<file path="src/rtl/roba_mul_pkg.sv">
// Shared types and helpers for the pipelined ROBA approximate multiplier.
package roba_mul_pkg;

    localparam int DEF_W     = 32;
    localparam int DEF_TAG_W = 4;

    typedef enum logic [1:0] {
        MODE_EXACT = 2'b00,
        MODE_ROBA  = 2'b01,
        MODE_ROBA2 = 2'b10,
        MODE_RSVD  = 2'b11
    } mode_e;

    // Position of the most significant set bit; 0 for a zero input.
    function automatic logic [6:0] lzenc(input logic [63:0] v);
        logic [6:0] e;
        e = 7'd0;
        for (int i = 0; i < 64; i++) begin
            if (v[i]) begin
                e = 7'(i);
            end
        end
        return e;
    endfunction

endpackage

</file>
<file path="src/rtl/roba_mul_pipe_term.sv">
// Combinational ROBA term T(a,b) = R(a)*b + R(b)*a - R(a)*R(b), built from shifts.
module roba_term
    import roba_mul_pkg::*;
#(
    parameter int W     = DEF_W,
    parameter int LOG_W = $clog2(W)
) (
    input  logic [W-1:0]   a,
    input  logic [W-1:0]   b,
    output logic [2*W-1:0] t,
    output logic [W-1:0]   ra,
    output logic [W-1:0]   rb
);

    localparam logic [W-1:0]   ONE_W  = {{(W-1){1'b0}}, 1'b1};
    localparam logic [2*W-1:0] ONE_2W = {{(2*W-1){1'b0}}, 1'b1};

    logic [LOG_W-1:0] w_ea;
    logic [LOG_W-1:0] w_eb;
    logic [LOG_W:0]   w_esum;
    logic             w_a_nz;
    logic             w_b_nz;
    logic [2*W-1:0]   w_b_sh;
    logic [2*W-1:0]   w_a_sh;
    logic [2*W-1:0]   w_rr;

    assign w_a_nz = |a;
    assign w_b_nz = |b;
    assign w_ea   = LOG_W'(lzenc(64'(a)));
    assign w_eb   = LOG_W'(lzenc(64'(b)));
    assign w_esum = {1'b0, w_ea} + {1'b0, w_eb};

    assign ra = w_a_nz ? (ONE_W << w_ea) : {W{1'b0}};
    assign rb = w_b_nz ? (ONE_W << w_eb) : {W{1'b0}};

    // The encoder reports 0 for a zero operand, so each shift term is gated on a nonzero source.
    assign w_b_sh = w_a_nz ? ({{W{1'b0}}, b} << w_ea) : {(2*W){1'b0}};
    assign w_a_sh = w_b_nz ? ({{W{1'b0}}, a} << w_eb) : {(2*W){1'b0}};
    assign w_rr   = (w_a_nz & w_b_nz) ? (ONE_2W << w_esum) : {(2*W){1'b0}};

    assign t = w_b_sh + w_a_sh - w_rr;

endmodule

</file>
<file path="src/rtl/roba_mul_pipe.sv">
// Three-stage signed multiplier (exact / ROBA / ROBA with residual correction)
// with valid/ready handshake, tag passthrough and an accepted-op counter.
module roba_mul_pipe
    import roba_mul_pkg::*;
#(
    parameter  int W     = DEF_W,
    parameter  int TAG_W = DEF_TAG_W,
    localparam int LOG_W = $clog2(W)
) (
    input  logic             clk,
    input  logic             rst,
    input  logic             in_valid,
    output logic             in_ready,
    input  logic [W-1:0]     in_x,
    input  logic [W-1:0]     in_y,
    input  logic [1:0]       in_mode,
    input  logic [TAG_W-1:0] in_tag,
    output logic             out_valid,
    input  logic             out_ready,
    output logic [2*W-1:0]   out_p,
    output logic [TAG_W-1:0] out_tag,
    output logic [1:0]       out_mode,
    output logic [31:0]      op_count
);

    localparam logic [W-1:0]   ONE_W  = {{(W-1){1'b0}}, 1'b1};
    localparam logic [2*W-1:0] ONE_2W = {{(2*W-1){1'b0}}, 1'b1};

    logic             r_s1_valid;
    logic [W-1:0]     r_s1_ax;
    logic [W-1:0]     r_s1_ay;
    logic             r_s1_sign;
    logic [1:0]       r_s1_mode;
    logic [TAG_W-1:0] r_s1_tag;

    logic             r_s2_valid;
    logic [2*W-1:0]   r_s2_m;
    logic             r_s2_sign;
    logic [1:0]       r_s2_mode;
    logic [TAG_W-1:0] r_s2_tag;

    logic             r_out_valid;
    logic [2*W-1:0]   r_out_p;
    logic [TAG_W-1:0] r_out_tag;
    logic [1:0]       r_out_mode;
    logic [31:0]      r_op_count;

    logic             w_s3_free;
    logic             w_s2_adv;
    logic             w_s1_adv;
    logic             w_in_fire;
    logic [W-1:0]     w_ax;
    logic [W-1:0]     w_ay;
    logic [2*W-1:0]   w_t_main;
    logic [2*W-1:0]   w_t_corr;
    logic [2*W-1:0]   w_corr;
    logic [W-1:0]     w_rx;
    logic [W-1:0]     w_ry;
    logic [W-1:0]     w_res_x;
    logic [W-1:0]     w_res_y;
    logic [W-1:0]     w_corr_rx;
    logic [W-1:0]     w_corr_ry;
    logic [2*W-1:0]   w_exact;
    logic [2*W-1:0]   w_m;
    logic [2*W-1:0]   w_p;

    assign w_s3_free = ~r_out_valid | out_ready;
    assign w_s2_adv  = r_s2_valid & w_s3_free;
    assign w_s1_adv  = r_s1_valid & (~r_s2_valid | w_s2_adv);
    assign in_ready  = ~r_s1_valid | w_s1_adv;
    assign w_in_fire = in_valid & in_ready;

    // Magnitudes as unsigned W bits: the most negative value maps to 2^(W-1) cleanly.
    assign w_ax = in_x[W-1] ? (~in_x + ONE_W) : in_x;
    assign w_ay = in_y[W-1] ? (~in_y + ONE_W) : in_y;

    roba_term #(.W(W), .LOG_W(LOG_W)) u_term_main (
        .a  (r_s1_ax),
        .b  (r_s1_ay),
        .t  (w_t_main),
        .ra (w_rx),
        .rb (w_ry)
    );

    assign w_res_x = r_s1_ax - w_rx;
    assign w_res_y = r_s1_ay - w_ry;

    roba_term #(.W(W), .LOG_W(LOG_W)) u_term_corr (
        .a  (w_res_x),
        .b  (w_res_y),
        .t  (w_t_corr),
        .ra (w_corr_rx),
        .rb (w_corr_ry)
    );

    assign w_corr  = ((|w_corr_rx) & (|w_corr_ry)) ? w_t_corr : {(2*W){1'b0}};
    assign w_exact = {{W{1'b0}}, r_s1_ax} * {{W{1'b0}}, r_s1_ay};

    // Stage-2 magnitude selection by the op's own mode.
    always_comb begin
        w_m = {(2*W){1'b0}};
        case (mode_e'(r_s1_mode))
            MODE_ROBA:  w_m = w_t_main;
            MODE_ROBA2: w_m = w_t_main + w_corr;
            MODE_EXACT: w_m = w_exact;
            MODE_RSVD:  w_m = w_exact;
            default:    w_m = w_exact;
        endcase
    end

    assign w_p = r_s2_sign ? (~r_s2_m + ONE_2W) : r_s2_m;

    // Stage valid bits and the accepted-op counter.
    always_ff @(posedge clk or posedge rst) begin
        if (rst) begin
            r_s1_valid  <= 1'b0;
            r_s2_valid  <= 1'b0;
            r_out_valid <= 1'b0;
            r_op_count  <= 32'd0;
        end else begin
            if (in_ready) begin
                r_s1_valid <= in_valid;
            end
            if (~r_s2_valid | w_s2_adv) begin
                r_s2_valid <= r_s1_valid;
            end
            if (w_s3_free) begin
                r_out_valid <= r_s2_valid;
            end
            if (w_in_fire) begin
                r_op_count <= r_op_count + 32'd1;
            end
        end
    end

    // Stage payloads load only when their stage takes a new op, so held data stays stable.
    always_ff @(posedge clk or posedge rst) begin
        if (rst) begin
            r_s1_ax    <= {W{1'b0}};
            r_s1_ay    <= {W{1'b0}};
            r_s1_sign  <= 1'b0;
            r_s1_mode  <= 2'b00;
            r_s1_tag   <= {TAG_W{1'b0}};
            r_s2_m     <= {(2*W){1'b0}};
            r_s2_sign  <= 1'b0;
            r_s2_mode  <= 2'b00;
            r_s2_tag   <= {TAG_W{1'b0}};
            r_out_p    <= {(2*W){1'b0}};
            r_out_tag  <= {TAG_W{1'b0}};
            r_out_mode <= 2'b00;
        end else begin
            if (w_in_fire) begin
                r_s1_ax   <= w_ax;
                r_s1_ay   <= w_ay;
                r_s1_sign <= in_x[W-1] ^ in_y[W-1];
                r_s1_mode <= in_mode;
                r_s1_tag  <= in_tag;
            end
            if (w_s1_adv) begin
                r_s2_m    <= w_m;
                r_s2_sign <= r_s1_sign;
                r_s2_mode <= r_s1_mode;
                r_s2_tag  <= r_s1_tag;
            end
            if (w_s2_adv) begin
                r_out_p    <= w_p;
                r_out_tag  <= r_s2_tag;
                r_out_mode <= r_s2_mode;
            end
        end
    end

    assign out_valid = r_out_valid;
    assign out_p     = r_out_p;
    assign out_tag   = r_out_tag;
    assign out_mode  = r_out_mode;
    assign op_count  = r_op_count;

endmodule

</file>
<file path="config.mk">
export PLATFORM = sky130hd
export DESIGN_NAME = roba_mul_pipe
export DESIGN_NICKNAME = d
export VERILOG_FILES = /design/src/rtl/roba_mul_pkg.sv /design/src/rtl/roba_mul_pipe_term.sv /design/src/rtl/roba_mul_pipe.sv
export SDC_FILE = /design/constraint.sdc
export NUM_CORES = 2
export LEC_CHECK = 0
export CAP_MARGIN = 20
export CORE_UTILIZATION = 60
export CTS_CLUSTER_DIAMETER = 60
export CTS_CLUSTER_SIZE = 30
export DETAILED_ROUTE_END_ITERATION = 6
export PLACE_DENSITY_LB_ADDON = 0.05
export SLEW_MARGIN = 20
export SYNTH_ARGS = -nofsm -noshare
export SYNTH_HDL_FRONTEND = slang
export SYNTH_HIERARCHICAL = 1
export SYNTH_SLANG_ARGS = --single-unit
</file>
<file path="constraint.sdc">
create_clock -name clk -period 37 [get_ports clk]
set_input_delay 5.55 -clock clk [delete_from_list [all_inputs] [get_ports clk]]
set_output_delay 5.55 -clock clk [all_outputs]
set_load 0.03 [all_outputs]
</file>
==> run summary <==
In this run, the number of DRC markers left after iteration 0 of detailed routing was approximately 10000. For this design, the slowest cell found on the critical path is nor4_1. The clock passes through at most 3 buffers. The share of flip-flops with an asynchronous set or reset came out at 100.0%. After synthesis, the netlist uses around 110 different library cells. The portion of the clock cycle consumed by the worst path in the final layout is 46.91%. The number of hold buffers added after CTS was 0.

Counting every net in the synthesized netlist gives about 11000. The highest net fanout along the worst path came out at 38. After Yosys synthesis, full adders, half adders and majority gates account for 35.90% of the synthesized area.

The mean post-synth cell area came out at 7.985 µm². The synthesized netlist devotes around 16% of its cell area to compound gates. Summing every instance area after synthesis gives 0.07581 mm². TritonCTS created 27 clock buffers.

Across the run, the number of max-cap violations was 0. The area added between synthesis and finish came out at 5.128%. The tightest min-delay check is of the register to register type.

The xor/xnor cell area share of the yosys netlist is about 5.3%. The slew at the pin with the worst max-slew slack came out at approximately 1.4 ns. The final critical-path required period is approximately 17 ns. After clock tree synthesis, the clock-pin slew on the worst setup and hold paths is 0.08 ns. The number of detailed-route iterations in the first pass is 7. The pin count of the biggest net entering global routing is between 100 and 150.

Registers take between 0.006 and 0.007 mm². The number of cell rows is 130. The post-CTS repair timing setup buffer count came out at 0. The first global-routing pass estimated 460.7 mm of wire.

inv_1 is the most common cell in the netlist. The level count of the clock H-tree came out at 1. The number of global-route vias before repair is 73770. After legalization and detailed placement, the total HPWL measured between 200 and 250 mm. The total via count in the routed design is between 70000 and 80000.

The CTS tree is yes. The worst setup path is captured at a register. The achievable frequency is 0.05761 GHz. The mux contribution to synthesized area is slightly above 5%. Setup repair after global routing left no endpoint under its margin. The basic-gate share of the synthesized area counting and, or, nand and nor cells came out at 20.14%. The area of the placeable core is 0.1254 mm². The routed length per instance is 28.21 µm. The delay of the slowest cell on the worst path is between 0.8 and 0.9 ns.

The filler cell count is 10500. The proportion of synthesized chip area in sequential cells came out at 8.154%. In this run, post-CTS repair resized a total of 0 instances.

Counting flops and latches in the post-synthesis netlist gives around 250. The number of endpoints with negative hold slack in the final report came out at 0. STA puts the critical path data required time at 37.56 ns. The fraction of synthesized cell area taken by the top area cell type came out at 27.12%.

In the final timing run, aggregate negative setup slack is 0 ns. In the final layout, the multi-input gates occupy approximately 0.063 mm². The data arrival time at the worst-slack endpoint came out at 17.91 ns. For this run, the total global-route usage over all layers was measured as 48.32%. After synthesis, the largest family of logic cells by area is adder cells.

The net total in the final layout came out at 10960. The max-slew violation count is 0. The cell occurring most often along the worst timing path is inv_1. Between clock sinks in the finished design, the worst skew comes to between 0.05 and 0.06 ns.

The number of synthesized flops with an enable pin came out at 0. The share of layout cells above drive strength 1 came out at 4.268%. The count of input and output buffers came out at 177. The type of element launching the critical path is a register.

The initial cell density of the core came out at about three fifths. The flow ran to the end, but the final reports show violations. Yosys attributes the largest share of cell area to fa_1 27%, ha_1 8.8%, dfrtp_1 8.2%. The die footprint came out at 0.1278 mm². The final global-route overflow total is 0. The top-level I/O count came out at 178.

CTS saw about 250 sinks. The Yosys step of the flow raised 6 warnings. The biggest area consumer among synthesized cells is fa_1. The critical path class is register to register.

The final routed wirelength across all metal layers came out at 310.8 mm. The checks that failed: DRC. The commonest register cell after synthesis is dfrtp_1. The tree is rooted in a clkbuf_16.

The setup-violating endpoint count in the final report came out at 0. By count the netlist is led by 1300 x inv_1, 1179 x nand2_1, 1027 x fa_1. The die outline width came out at 357.5 µm. The remaining number of nets flagged by the antenna check after routing is 0. The die extent in y is between 300 and 400 µm.

The worst slew slack as a fraction of its limit is 4.532%. The average via count per standard cell came out at 6.674. The later pin in the worst-skew pair is clocked with a latency of 0.67 ns. The post-route DRC violation count came out at 274. The number of antenna violations at the first check in global routing is 23.

At the end of routability-driven placement, the weighted congestion stood at 1.116. After technology mapping, the gate count stands at 9494.
-- metrics by stage --
step                cell area (µm²)  setup slack [ns]  util [%]  hold slack (ns)  instances
finish                        79690             19.64     63.55           0.4815      11020
global route                  79660             18.61     63.52           0.5014      11000
CTS                           79620             20.28     63.49           0.4854      11000
detailed placement            78650             20.35     62.72           0.4636      10950
global placement              78620             20.74     62.69           0.4452      10950
floorplan                     75810             23.98         -           0.4386       9494
-- worst max-delay path, delay by kind of cell, from the launching register on --
family | cells | cell delay [ns]
AOI/OAI and AO/OA | 26 | 7.40
buffers and inverters | 8 | 2.03
muxes | 1 | 0.20
adders and majority gates | 5 | 2.02
xor gates and xnor gates | 2 | 0.39
and+or+nand+nor | 17 | 4.65
DFF | 1 | 0.49
-- cell type report --
class | count | area share, %
clock buffers | 28 | 0.8525
diodes | 17 | 0.05338
repair buffers | 322 | 3.594
inverters | 1311 | 6.200
clock inverters | 22 | 0.3611
flip-flops and latches | 247 | 7.761
multi-input cells | 7419 | 78.59
well taps | 1650 | 2.591
-- cells by family (layout without fill, tap and decap cells) --
| family | Yosys count | after routing |
|---|---|---|
| XOR/XNOR | 456 | 456 |
| adder cells (fa/ha/maj) | 1559 | 1559 |
| AO/OA/AOI/OAI | 1852 | 1852 |
| other | 0 | 17 |
| AND/OR/NAND/NOR | 3189 | 3189 |
| multiplexers | 363 | 363 |
| flip-flops | 247 | 247 |
| buffers and inverters | 1828 | 1683 |
-- registers in the layout (all words and copies together), names as in the netlist, 2 cells and up --
register   flops
out_tag        4
r_s1_mode      2
r_s1_tag       4
op_count      32
r_s1_ay       32
r_s2_tag       4
r_s2_mode      2
r_s1_ax       32
r_s2_m        64
out_mode       2
out_p         64
-- routing by layer --
metal / up-vias / GRT usage (%) / part of all wire, %
met2: 5506 / 70.15 / 41
li1: 30990 / - / -
met3: 1514 / 16.01 / 14
met1: 35480 / 60.88 / 37
met5: - / 0.7407 / 0.13
met4: 28 / 32.86 / 8.4
-- cell usage in the layout (no fill, tap or decap), types with 200 or more instances in the layout --
cell type	count
a21oi_1	445
and2_1	683
dfrtp_1	244
fa_1	1027
ha_1	530
inv_1	1299
mux2i_1	278
nand2_1	1176
nor2_1	666
o21ai_0	450
xnor2_1	248
xor2_1	200
-- final timing paths --
check / start / endpoint / slack [ns] / cells past startpoint
setup / recovery: r_s1_ay[3] / r_s2_m[63] / 19.64 / 59
hold / removal: r_s1_ax[18] / r_s1_ax[18] / 0.48 / 2
setup reg to reg: r_s1_ay[3] / r_s2_m[63] / 19.64 / 59
hold reg to reg: r_s1_ax[18] / r_s1_ax[18] / 0.48 / 2
max in group asynchronous: rst / r_s2_m[63] / 29.51 / 4
min in group asynchronous: rst / out_mode[1] / 5.45 / 2
Power is left out: the tool's default activity adds up to more than one toggle a clock period on the data nets, which glitch-free logic cannot reach.
